File: src/rtl/timebase_stepper_pkg.sv
// Shared direction codes, FSM state type and helpers for the DSO time-base stepper.
package tb_stepper_pkg;

  localparam logic [1:0] DIR_NONE = 2'b00;
  localparam logic [1:0] DIR_DEC  = 2'b01;
  localparam logic [1:0] DIR_INC  = 2'b10;

  typedef enum logic [1:0] {
    IDLE,
    HOLD,
    REPEAT
  } state_t;

  function automatic logic is_step_dir(input logic [1:0] d);
    return (d == DIR_INC) || (d == DIR_DEC);
  endfunction

endpackage

File: src/rtl/timebase_stepper_if.sv
// Direction request in, time-base index / restart / decimation strobe out.
interface timebase_stepper_if #(
    parameter int unsigned NUM_BASES = 8
) ();
    localparam int unsigned BW = $clog2(NUM_BASES);

    logic [1:0]    dir;
    logic [BW-1:0] base;
    logic          rst;
    logic          sample_en;

    modport master (output dir, input base, rst, sample_en);
    modport slave  (input dir, output base, rst, sample_en);
endinterface

File: src/rtl/timebase_stepper_sample_strobe_gen.sv
// Decimation divider: sample_en fires once every 2^base clocks, restarting on clear.
module sample_strobe_gen #(
    parameter int unsigned NUM_BASES = 8
) (
    input  logic                         clk50,
    input  logic                         reset,
    input  logic                         clear,
    input  logic [$clog2(NUM_BASES)-1:0] base,
    output logic                         sample_en
);
    localparam int unsigned CW = NUM_BASES - 1;

    logic [CW-1:0] cnt;
    logic [CW-1:0] mask;

    always_ff @(posedge clk50) begin
        if (reset || clear) cnt <= '0;
        else                cnt <= cnt + CW'(1);
    end

    // Mask selects the low 'base' bits of the counter.
    always_comb begin
        mask = '0;
        for (int unsigned i = 0; i < CW; i++) begin
            if (i < int'(base)) mask[i] = 1'b1;
        end
    end

    assign sample_en = ((cnt & mask) == '0);
endmodule

File: src/rtl/timebase_stepper.sv
// Saturating time-base selector with single-step, hold-to-repeat and capture restart pulse.
module timebase_stepper
    import tb_stepper_pkg::*;
#(
    parameter int unsigned NUM_BASES     = 8,
    parameter int unsigned INIT_BASE     = 0,
    parameter int unsigned HOLD_CYCLES   = 25_000_000,
    parameter int unsigned REPEAT_CYCLES = 5_000_000
) (
    input logic                clk50,
    input logic                reset,
    timebase_stepper_if.slave  bus
);
    localparam int unsigned BW   = $clog2(NUM_BASES);
    localparam int unsigned TMAX = (HOLD_CYCLES > REPEAT_CYCLES) ? HOLD_CYCLES : REPEAT_CYCLES;
    localparam int unsigned TW   = $clog2(TMAX);

    state_t        state_q, state_d;
    logic [TW-1:0] timer_q, timer_d;
    logic [1:0]    prev_dir_q;
    logic [BW-1:0] base_q, base_d;
    logic          rst_q;
    logic          press, step_req, change;

    assign press = is_step_dir(bus.dir) && (bus.dir != prev_dir_q);

    always_comb begin
        state_d  = state_q;
        timer_d  = timer_q + TW'(1);
        step_req = 1'b0;
        unique case (state_q)
            IDLE: begin
                timer_d = '0;
                if (press) begin
                    step_req = 1'b1;
                    state_d  = HOLD;
                end
            end
            HOLD, REPEAT: begin
                if (press) begin
                    step_req = 1'b1;
                    timer_d  = '0;
                    state_d  = HOLD;
                end else if (!is_step_dir(bus.dir)) begin
                    timer_d = '0;
                    state_d = IDLE;
                end else if ((state_q == HOLD   && timer_q == TW'(HOLD_CYCLES - 1)) ||
                             (state_q == REPEAT && timer_q == TW'(REPEAT_CYCLES - 1))) begin
                    step_req = 1'b1;
                    timer_d  = '0;
                    state_d  = REPEAT;
                end
            end
            default: begin
                timer_d = '0;
                state_d = IDLE;
            end
        endcase
    end

    // A step request at a limit still advances the FSM but leaves base untouched.
    always_comb begin
        base_d = base_q;
        change = 1'b0;
        if (step_req) begin
            if (bus.dir == DIR_INC && base_q != BW'(NUM_BASES - 1)) begin
                base_d = base_q + BW'(1);
                change = 1'b1;
            end else if (bus.dir == DIR_DEC && base_q != '0) begin
                base_d = base_q - BW'(1);
                change = 1'b1;
            end
        end
    end

    always_ff @(posedge clk50) begin
        if (reset) begin
            state_q    <= IDLE;
            timer_q    <= '0;
            prev_dir_q <= DIR_NONE;
            base_q     <= BW'(INIT_BASE);
            rst_q      <= 1'b1;
        end else begin
            state_q    <= state_d;
            timer_q    <= timer_d;
            prev_dir_q <= bus.dir;
            base_q     <= base_d;
            rst_q      <= change;
        end
    end

    sample_strobe_gen #(.NUM_BASES(NUM_BASES)) u_strobe (
        .clk50     (clk50),
        .reset     (reset),
        .clear     (change),
        .base      (base_q),
        .sample_en (bus.sample_en)
    );

    assign bus.base = base_q;
    assign bus.rst  = rst_q;
endmodule

File: src/flat_wrapper.sv
// flat-port wrapper written by rule: the top's interface ports become plain ports
module timebase_stepper_flat import tb_stepper_pkg::*;
#(
    parameter int unsigned NUM_BASES     = 8,
    parameter int unsigned INIT_BASE     = 0,
    parameter int unsigned HOLD_CYCLES   = 25_000_000,
    parameter int unsigned REPEAT_CYCLES = 5_000_000
)
  (clk50, reset, bus_dir, bus_base, bus_rst, bus_sample_en);
  timebase_stepper_if #(.NUM_BASES(NUM_BASES)) bus_i ();
  input logic clk50;
  input logic reset;
  input wire logic [$bits(bus_i.dir)-1:0] bus_dir;
  output wire logic [$bits(bus_i.base)-1:0] bus_base;
  output wire logic [$bits(bus_i.rst)-1:0] bus_rst;
  output wire logic [$bits(bus_i.sample_en)-1:0] bus_sample_en;
  assign bus_i.dir = bus_dir;
  assign bus_base = bus_i.base;
  assign bus_rst = bus_i.rst;
  assign bus_sample_en = bus_i.sample_en;
  timebase_stepper #(.NUM_BASES(NUM_BASES), .INIT_BASE(INIT_BASE), .HOLD_CYCLES(HOLD_CYCLES), .REPEAT_CYCLES(REPEAT_CYCLES)) u_core (.clk50(clk50), .reset(reset), .bus(bus_i));
endmodule
File: config.mk
export PLATFORM = sky130hd
export DESIGN_NAME = timebase_stepper_flat
export DESIGN_NICKNAME = d
export VERILOG_FILES = /design/src/rtl/timebase_stepper_pkg.sv /design/src/rtl/timebase_stepper_if.sv /design/src/rtl/timebase_stepper_sample_strobe_gen.sv /design/src/rtl/timebase_stepper.sv /design/src/flat_wrapper.sv
export SDC_FILE = /design/constraint.sdc
export NUM_CORES = 1
export LEC_CHECK = 0
export ABC_AREA = 1
export CORE_MARGIN = 2
export CORE_UTILIZATION = 45
export CTS_CLUSTER_DIAMETER = 150
export DETAILED_ROUTE_END_ITERATION = 8
export PLACE_DENSITY = 0.69
export RECOVER_POWER = 50
export SLEW_MARGIN = 15
export SYNTH_ARGS = -nofsm -noshare
export SYNTH_HDL_FRONTEND = slang
export SYNTH_SLANG_ARGS = --single-unit
File: constraint.sdc
create_clock -name clk50 -period 2.5 [get_ports clk50]
set_clock_uncertainty 0.05 [all_clocks]
set_input_delay 0.25 -clock clk50 [delete_from_list [all_inputs] [get_ports clk50]]
set_output_delay 0.25 -clock clk50 [all_outputs]
set_load 0.1 [all_outputs]
==> results by group, run 1 <==
Status
  – Status: finished clean

Finish
  – Share of cells above drive strength 1: 0.131
  – Diodes inserted: 0
  – Layout overhead on the synthesized area: 10.4%
  – Final nets: 344

Logic synthesis
  – Cell variety after synth: 34
  – Yosys Warn Count: 0
  – Post-Syn Nets: 330
  – Cell taking the most area after synthesis: dfxtp_1
  – Synth top area cells: dfxtp_1 35%, nand2_1 10%, ha_1 7.1%, inv_1 6.1%, nor2_1 5.9%
  – Synth Instances: 313
  – Seq/Total Area, Yosys: 0.350
  – Top cell type's share of synthesized area: 0.350
  – Synth Register Bits: 40
  – Synth Cell Area: 0.00229 mm^2
  – Syn_area_per_cell: 7.32 um^2

Drt
  – Remaining antenna violation count: 0
  – First-pass DRT Iterations: 4
  – Residual DRC: 0
  – Per-cell routed wire length: 10.7 um
  – Vias per Instance: 4.81
  – Total routed wirelength: 4220 um
  – DRT iter0 DRCs: 54
  – Total number of vias: 1900

Floorplan
  – FP Rows: 25
  – Die Y: 75.4 um
  – Number of I/O pins: 9
  – Die width: 75.4 um
  – Core ar.: 0.00482 mm^2
  – Die ar.: 0.00568 mm^2
  – Initial core utilization: 0.476

Pwr
  – Clock power frac: 0.369
  – Register share of total power: 0.470
  – Comb power frac: 0.161
  – Lkg Pwr: 0.944 nW
  – Net Sw Frac: 0.294
  – Maximum VDD drop: 0.000309 V
  – Int Power: 1.02 mW
  – Net Switching: 424 uW
  – Pwr per Cell Area: 570 mW/mm^2

Global routing
  – GRT Resource Usage Total: 0.171
  – Vias in the first global route: 1731
  – Total gr overflow: 0
  – Initial antenna violation count: 0
  – Largest net degree at the start of global routing: 26
  – First-pass GRT wire length: 7430 um

Critical path
  – Reg2reg end: u_core.timer_q[13]
  – CP Launch Type: register
  – Largest stage delay, worst path: 0.46 ns
  – WS Path Type: register to register
  – Reg2reg path depth: 9
  – Critical path peak fanout: 25
  – R2R Setup Slk: 0.51 ns
  – Crit path DAT: 2.10 ns
  – CP cell instances: ha_1 -> nand2_1 -> nor2_1 -> nand2_1 -> nor2_1 -> nand2_2 -> nand4_2 -> clkbuf_2 -> nor3_1
  – CP endpoint kind: register
  – Reg-to-reg startpoint: u_core.timer_q[1]
  – Req. time, crit path: 2.61 ns
  – Slowest-stage cell, CP: clkbuf_2

Timing
  – Setup TNS: 0 ns
  – Period utilisation layout: 0.794
  – FMAX: 504 MHz
  – Worst Max-Slew Pin Slew: 1.16 ns
  – Max Slew Vio Count: 0
  – Unrepaired setup endpoints after global routing: no
  – Slew margin rel.: 0.228
  – Setup ws final: 0.515 ns
  – Hold Fails Final Rpt: 0
  – Final setup fails: 0
  – Clock period minus worst slack: 1.99 ns

CTS
  – TritonCTS Buffers: 5
  – Reg clk slew, reported paths: 0.09 ns
  – # hold bufs at CTS: 0
  – # clock sinks: 40
  – Clk Latency, worst-skew pair: 0.30 ns
  – CTS root buf: clkbuf_8
  – CTS tree: done
  – Post-CTS Setup Repair Bufs: 0
  – CTS max path bufs: 2
  – Htree depth: 2
  – Post-cts resize count: 0

Min path
  – Hold endpoint: u_core.timer_q[0]
  – Hold path depth: 1
  – Worst hold start: u_core.timer_q[0]
  – Hold Crit Class: register to register

Placed design
  – GPL Wtd Cong: 0.810
  – Setup WS pre-CTS: 0.439 ns
  – # port buffers: 8
  – DP HPWL: 3220 um

Job
  – Max-cap violations: 0
## worst max-delay path, delay by kind of cell, from the launching register on
family	cells	cell delay (ns)
AND/OR/NAND/NOR	7	0.73
buffers and inverters	1	0.46
flip-flops	1	0.38
adder cells (fa/ha/maj)	1	0.23
## state kept, by name, indices dropped and copies added, names as in the netlist
signal and flops:
u_core.state_q 2, u_core.bus.rst 1, u_core.prev_dir_q 2, u_core.bus.base 3, u_core.timer_q 25, u_core.u_strobe.cnt 7
## cells in the mapped netlist, drive strengths merged
library cell,n
nand2,73
nand3b,2
o21bai,1
nor2,48
dfxtp,40
xnor2,6
o21ai,6
nand3,20
nor4,3
xor2,9
ha,13
nor3b,1
buf,2
a21oi,18
o22ai,1
clkinv,1
or2,6
o211a,1
nor3,12
inv,40
nand4,10
## layout make-up
type                    instances  area, um^2
well taps                      67        83.8
clock inverters                 3        42.5
inverters                      41         154
flip-flops and latches         40         801
repair buffers                  9        57.6
fillers                       491        2290
multi-input cells             230        1320
clock buffers                   5        68.8
## metrics by stage
step                      total power [mW]  hold slack [ns]  area [um^2]  cells  utilization
final                                 1.44            0.398         2530    395        0.525
after detailed placement             0.933            0.392         2440    387        0.506
after global routing                  1.52            0.445         2530    395        0.525
after floorplan                      0.885            0.269         2290    313            -
after global placement               0.930            0.383         2440    387        0.506
after CTS                             1.47            0.408         2550    395        0.530
## cell usage in the layout (no fill, tap or decap), types with 2 or more instances in the layout
master	synthesis	routed
nand2_1	63	64
dfxtp_1	40	40
inv_1	37	37
nor2_1	36	37
nand3_1	19	19
a21oi_1	17	17
ha_1	13	13
nor2_2	11	10
xor2_1	9	9
nor3_1	8	8
nand4_1	8	8
nand2_2	8	7
o21ai_0	6	6
xnor2_1	6	6
clkbuf_8	0	5
clkbuf_1	0	4
inv_2	3	3
nor4_1	3	3
or2_0	3	3
nor3_4	2	2
nand3b_1	2	2
nand4_2	2	2
or2_2	2	2
nor3_2	2	2
clkdlybuf4s50_1	0	2
## power groups by stage
stage,clock network (mW),logic (mW),registers (mW)
6_report,0.532,0.232,0.678
3_5_place_dp,0,0.239,0.694
5_1_grt,0.577,0.259,0.682
3_3_place_gp,0,0.237,0.693
4_1_cts,0.552,0.241,0.678
2_1_floorplan,0,0.147,0.738
## worst max path at each step
stage                                   from                  to  slack (ns)  cells after the start
after global placement            bus_dir[0]  u_core.timer_q[13]        0.48                      7
after detailed placement          bus_dir[0]   u_core.timer_q[2]        0.44                      7
after CTS                 u_core.bus.base[1]       bus_sample_en        0.55                      6
after global routing       u_core.timer_q[1]  u_core.timer_q[13]        0.29                      9
final                      u_core.timer_q[1]  u_core.timer_q[13]        0.51                      9
after floorplan           u_core.bus.base[0]       bus_sample_en        0.02                      4
## routing by layer
| metal | routed length, um | GRT usage |
|---|---|---|
| met1 | 2130 | 0.226 |
| met2 | 1930 | 0.273 |
| met3 | 120 | 0.0437 |
| met4 | 45 | 0.0585 |
| met5 | 0 | 0 |
## cell families (layout without fill, tap and decap cells)
kind of cell             after synthesis  count (layout)  share of synthesized area
XOR/XNOR                              15              15                     0.0573
adder cells (fa/ha/maj)               13              13                     0.0710
AO/OA/AOI/OAI                         27              27                     0.0644
AND/OR/NAND/NOR                      175             175                      0.386
flip-flops                            40              40                      0.350
buffers and inverters                 43              58                     0.0715
No activity file was read; power rests on OpenSTA's default activity.
==> run 2: changes to the inputs <==
- clock period: 2.5 -> 2 ns (I/O delays scaled with it)
==> run 2 against run 1 <==
Compared with the run above:
- via count is 2.1% higher
- sequential power is 25% higher
- setup slack worse by 0.31 ns
- die area stayed put
- global-route usage is 0.64 points higher
- total power is 19% higher
==> results by group, run 2 (synthesized netlist as in run 1, its figures left out) <==
CTS
  – Reg clk slew, reported paths: 0.08 ns
  – CTS root buf: clkbuf_8
  – CTS tree: done
  – Htree depth: 2
  – # clock sinks: 40
  – TritonCTS Buffers: 5
  – CTS max path bufs: 2
  – # hold bufs at CTS: 0
  – Clk Latency, worst-skew pair: 0.29 ns
  – Post-cts resize count: 0
  – Post-CTS Setup Repair Bufs: 0

Job
  – Max-cap violations: 0

Pwr
  – Maximum VDD drop: 0.000383 V
  – Clock power frac: 0.325
  – Comb power frac: 0.179
  – Net Sw Frac: 0.303
  – Power Total: 1.71 mW
  – Net Switching: 520 uW
  – Pwr per Cell Area: 673 mW/mm^2
  – Int Power: 1.19 mW
  – Lkg Pwr: 0.961 nW
  – Register share of total power: 0.495

Placed design
  – DP HPWL: 3220 um
  – # port buffers: 8
  – Setup WS pre-CTS: 0.0884 ns
  – GPL Wtd Cong: 0.794
  – Area after DPL: 0.00249 mm^2

Critical path
  – Reg-to-reg startpoint: u_core.timer_q[1]
  – Critical path peak fanout: 6
  – Crit path DAT: 1.55 ns
  – Req. time, crit path: 1.75 ns
  – CP endpoint kind: primary output
  – WS Path Type: register to primary output
  – CP Launch Type: register
  – CP startpoint: u_core.bus.base[1]

Finish
  – Commonest non-fill, non-tap cells in the layout: 63 x nand2_1, 37 x inv_1, 37 x nor2_1, 37 x dfxtp_1, 19 x nand3_1
  – Layout fillers: 507
  – Number of flip-flops under the largest register name: 25
  – Diodes inserted: 0
  – Final nets: 347
  – Final Cell Area: 0.00255 mm^2
  – Fin util: 0.529
  – Layout overhead on the synthesized area: 11.3%
  – Multi-input logic area: 0.00131 mm^2
  – Largest reg by FF count: u_core.timer_q
  – Share of cells above drive strength 1: 0.160
  – Seq. cell area: 805 um^2
  – Most common cell after layout, fill and taps aside: nand2_1

Floorplan
  – Number of I/O pins: 9
  – Core ar.: 0.00482 mm^2
  – Die Y: 75.4 um
  – Initial core utilization: 0.476
  – Die width: 75.4 um
  – Die ar.: 0.00568 mm^2
  – FP Rows: 25

Timing
  – Clock period minus worst slack: 1.80 ns
  – Period utilisation layout: 0.899
  – Final setup fails: 0
  – Max Slew Vio Count: 0
  – Setup ws final: 0.202 ns
  – FMAX: 556 MHz
  – Slew margin rel.: 0.640
  – Worst Max-Slew Pin Slew: 0.542 ns
  – Setup TNS: 0 ns
  – Unrepaired setup endpoints after global routing: no
  – Hold Fails Final Rpt: 0

Drt
  – First-pass DRT Iterations: 4
  – Per-cell routed wire length: 10.6 um
  – Residual DRC: 0
  – DRT iter0 DRCs: 77
  – Vias per Instance: 4.87
  – Total routed wirelength: 4200 um
  – Total number of vias: 1939
  – Remaining antenna violation count: 0

Global routing
  – First-pass GRT wire length: 7710 um
  – Largest net degree at the start of global routing: 26
  – Met3 GRT Util: 0.0556
  – Grt peak-use layer: met2
  – Met2 GRT Util: 0.284
  – Total gr overflow: 0
  – Vias in the first global route: 1824
  – GRT Resource Usage Total: 0.178
  – Met1 usage: 0.229
  – Initial antenna violation count: 0

Status
  – Status: finished clean

Min path
  – Worst hold start: u_core.timer_q[0]
  – Hold Crit Class: register to register
==> run 2: path summary, 6_finish.rpt <==
path	endpoint	slack, ns	cells after the start
setup / recovery	bus_sample_en	0.20	6
hold / removal	u_core.timer_q[0]	0.40	1
setup reg to reg	u_core.timer_q[12]	0.22	8
hold reg to reg	u_core.timer_q[0]	0.40	1
==> run 2: critical path: stages (launching register included) <==
cell and delay, ns:
dfxtp_2 0.38, inv_1 0.10, ha_1 0.18, o21ai_0 0.18
o22ai_1 0.10, o211a_2 0.15, buf_12 0.17
==> run 2: power by group through the flow <==
stage          clock network, mW  logic, mW  registers [mW]
2_1_floorplan                  0      0.184           0.924
3_3_place_gp                   0      0.314           0.868
3_5_place_dp                   0      0.318           0.869
4_1_cts                    0.582      0.319           0.850
5_1_grt                    0.609      0.344           0.855
6_report                   0.558      0.307           0.849
==> run 2: area by class of cell <==
type | count | area share
Clock inverter | 2 | 0.00393
Sequential cell | 40 | 0.316
Tap cell | 67 | 0.0329
Clock buffer | 6 | 0.0324
Inverter | 41 | 0.0604
Timing Repair Buffer | 12 | 0.0393
Multi-Input combinational cell | 230 | 0.515
==> run 2: routing by layer <==
metal  share of wire  wire length [um]
met5               0                 0
met2            0.45              1900
met4          0.0098                41
met1            0.50              2110
met3           0.035               147
==> run 2: per-stage QoR <==
stage | std cells | hold slack, ns
3_5_place_dp | 390 | 0.390
6_report | 398 | 0.405
2_1_floorplan | 313 | 0.219
5_1_grt | 398 | 0.433
3_3_place_gp | 390 | 0.383
4_1_cts | 398 | 0.407
==> run 3: changes to the inputs <==
- CORE_UTILIZATION: 45 -> 30
- PLACE_DENSITY: 0.69 -> 0.52
- clock period: 2 -> 1.8 ns (I/O delays scaled with it)
==> run 3 against run 2 <==
Compared with the run above:
- clock power up 31%
- setup slack got worse by 0.10 ns
- die area increased by 47%
- sequential share of layout area decreased by 1.5 points
- register-to-register slack got worse by 0.09 ns
- clock-buffer cell count did not move
- sequential power rose by 11%
- non-clock buffer count up 8
- critical path type unchanged
- highest routed layer unchanged
==> results by group, run 3 (synthesized netlist as in run 1, its figures left out) <==
Status
  – Status: finished clean

Min path
  – Hold path depth: 1
  – Worst hold start: u_core.timer_q[0]
  – Hold endpoint: u_core.timer_q[0]
  – Hold Crit Class: register to register

Critical path
  – CP cell instances: inv_2 -> ha_1 -> o21ai_2 -> o22ai_2 -> o211a_4 -> buf_12
  – Largest stage delay, worst path: 0.38 ns
  – Critical path's top delay family: compound AO/OA/AOI/OAI gates
  – CP endpoint kind: primary output
  – Crit path DAT: 1.47 ns
  – Slowest-stage cell, CP: dfxtp_4
  – Req. time, crit path: 1.57 ns
  – Critical path peak fanout: 6
  – Reg-to-reg startpoint: u_core.timer_q[0]
  – Buffers & Inverters on Critical Path: 2
  – Reg2reg end: u_core.u_strobe.cnt[0]
  – CP Launch Type: register
  – R2R Setup Slk: 0.13 ns
  – Reg2reg path depth: 12
  – WS Path Type: register to primary output

Drt
  – Per-cell routed wire length: 10.3 um
  – DRT iter0 DRCs: 74
  – Residual DRC: 0
  – First-pass DRT Iterations: 4
  – Total routed wirelength: 4510 um
  – Vias per Instance: 4.42
  – Remaining antenna violation count: 0
  – Total number of vias: 1934

CTS
  – Clk Latency, worst-skew pair: 0.29 ns
  – TritonCTS Buffers: 5
  – CTS max path bufs: 2
  – # clock sinks: 40
  – Reg clk slew, reported paths: 0.09 ns
  – CTS root buf: clkbuf_8
  – Htree depth: 2
  – # hold bufs at CTS: 0
  – CTS tree: done

Global routing
  – Vias in the first global route: 1887
  – Largest net degree at the start of global routing: 26
  – First-pass GRT wire length: 8150 um
  – GRT Resource Usage Total: 0.118
  – Initial antenna violation count: 0
  – Total gr overflow: 0

Floorplan
  – Core ar.: 0.00733 mm^2
  – Initial core utilization: 0.313
  – FP Rows: 31
  – Die ar.: 0.00835 mm^2
  – Die Y: 91.4 um
  – Die width: 91.4 um
  – Number of I/O pins: 9

Pwr
  – Lkg Pwr: 1.04 nW
  – Power Total: 2.05 mW
  – Pwr per Cell Area: 759 mW/mm^2
  – Maximum VDD drop: 0.000305 V

Finish
  – Diodes inserted: 0
  – Layout overhead on the synthesized area: 17.8%
  – Final nets: 355
  – Largest reg by FF count: u_core.timer_q
  – Share of cells above drive strength 1: 0.198
  – Number of flip-flops under the largest register name: 25
  – Most common cell after layout, fill and taps aside: nand2_1
  – Commonest non-fill, non-tap cells in the layout: 63 x nand2_1, 36 x inv_1, 36 x dfxtp_1, 35 x nor2_1, 19 x nand3_1
  – Final Cell Area: 0.00270 mm^2

Placed design
  – # port buffers: 8
  – DP HPWL: 3460 um
  – GPL Wtd Cong: 0.771
  – Area after DPL: 0.00259 mm^2

Timing
  – Setup TNS: 0 ns
  – Hold slack: 0.405 ns
  – Final setup fails: 0
  – Clock period minus worst slack: 1.70 ns
  – Max Slew Vio Count: 0
  – Slew margin rel.: 0.639
  – Period utilisation layout: 0.943
  – Hold Fails Final Rpt: 0
  – Unrepaired setup endpoints after global routing: no
  – Worst Max-Slew Pin Slew: 0.544 ns
  – FMAX: 589 MHz

Job
  – Max-cap violations: 0
run 3: cell types whose count changed in the layout (fill, tap and decap cells not counted), sizes merged:
cell           before  now
buf                 4   13
clkinv              3    2
clkbuf             11   10
bufinv              0    1
dlygate4sd3         1    2
clkdlybuf4s50       2    1
run 3: how the worst max path moves through the flow:
| stage | from | to | slack (ns) | cells past startpoint |
|---|---|---|---|---|
| floorplan | u_core.bus.base[1] | bus_sample_en | 0.01 | 5 |
| global placement | bus_dir[0] | u_core.timer_q[13] | -0.05 | 7 |
| finish | u_core.bus.base[1] | bus_sample_en | 0.10 | 6 |
| detailed placement | bus_dir[0] | u_core.timer_q[2] | -0.09 | 7 |
| global route | u_core.bus.base[1] | bus_sample_en | 0.0004 | 6 |
| CTS | u_core.bus.base[1] | bus_sample_en | 0.008 | 6 |
run 3: through the flow:
| step | setup WS (ns) | cells | util |
|---|---|---|---|
| after global routing | 0.000424 | 438 | 0.368 |
| after CTS | 0.00805 | 436 | 0.368 |
| after global placement | -0.0545 | 428 | 0.353 |
| after floorplan | 0.0145 | 313 | - |
| final | 0.102 | 438 | 0.368 |
| after detailed placement | -0.0854 | 428 | 0.353 |
run 3: per-layer routing:
layer,track usage,vias up,wire [um]
met1,0.154,874,2320
li1,-,1052,-
met3,0.0249,2,66
met2,0.192,6,2080
met4,0.0379,0,42
met5,0,-,0
run 3: what timing repair did:
action,4_1_cts,5_1_grt
resized for setup,0,6
endpoints found under the setup margin,0,10
setup buffers,0,2
run 3: final cells by class:
cell class / instances / area (um^2)
multi-input cells: 230 / 1340
inverters: 41 / 154
clock buffers: 6 / 72.6
fillers: 770 / 4630
clock inverters: 2 / 35.0
flip-flops and latches: 40 / 811
repair buffers: 20 / 160
well taps: 99 / 124
run 3: power by group:
group,internal (mW),switching (mW),leakage [nW]
registers,0.913,0.0309,0.327
logic,0.130,0.244,0.653
clock network,0.412,0.318,0.0552
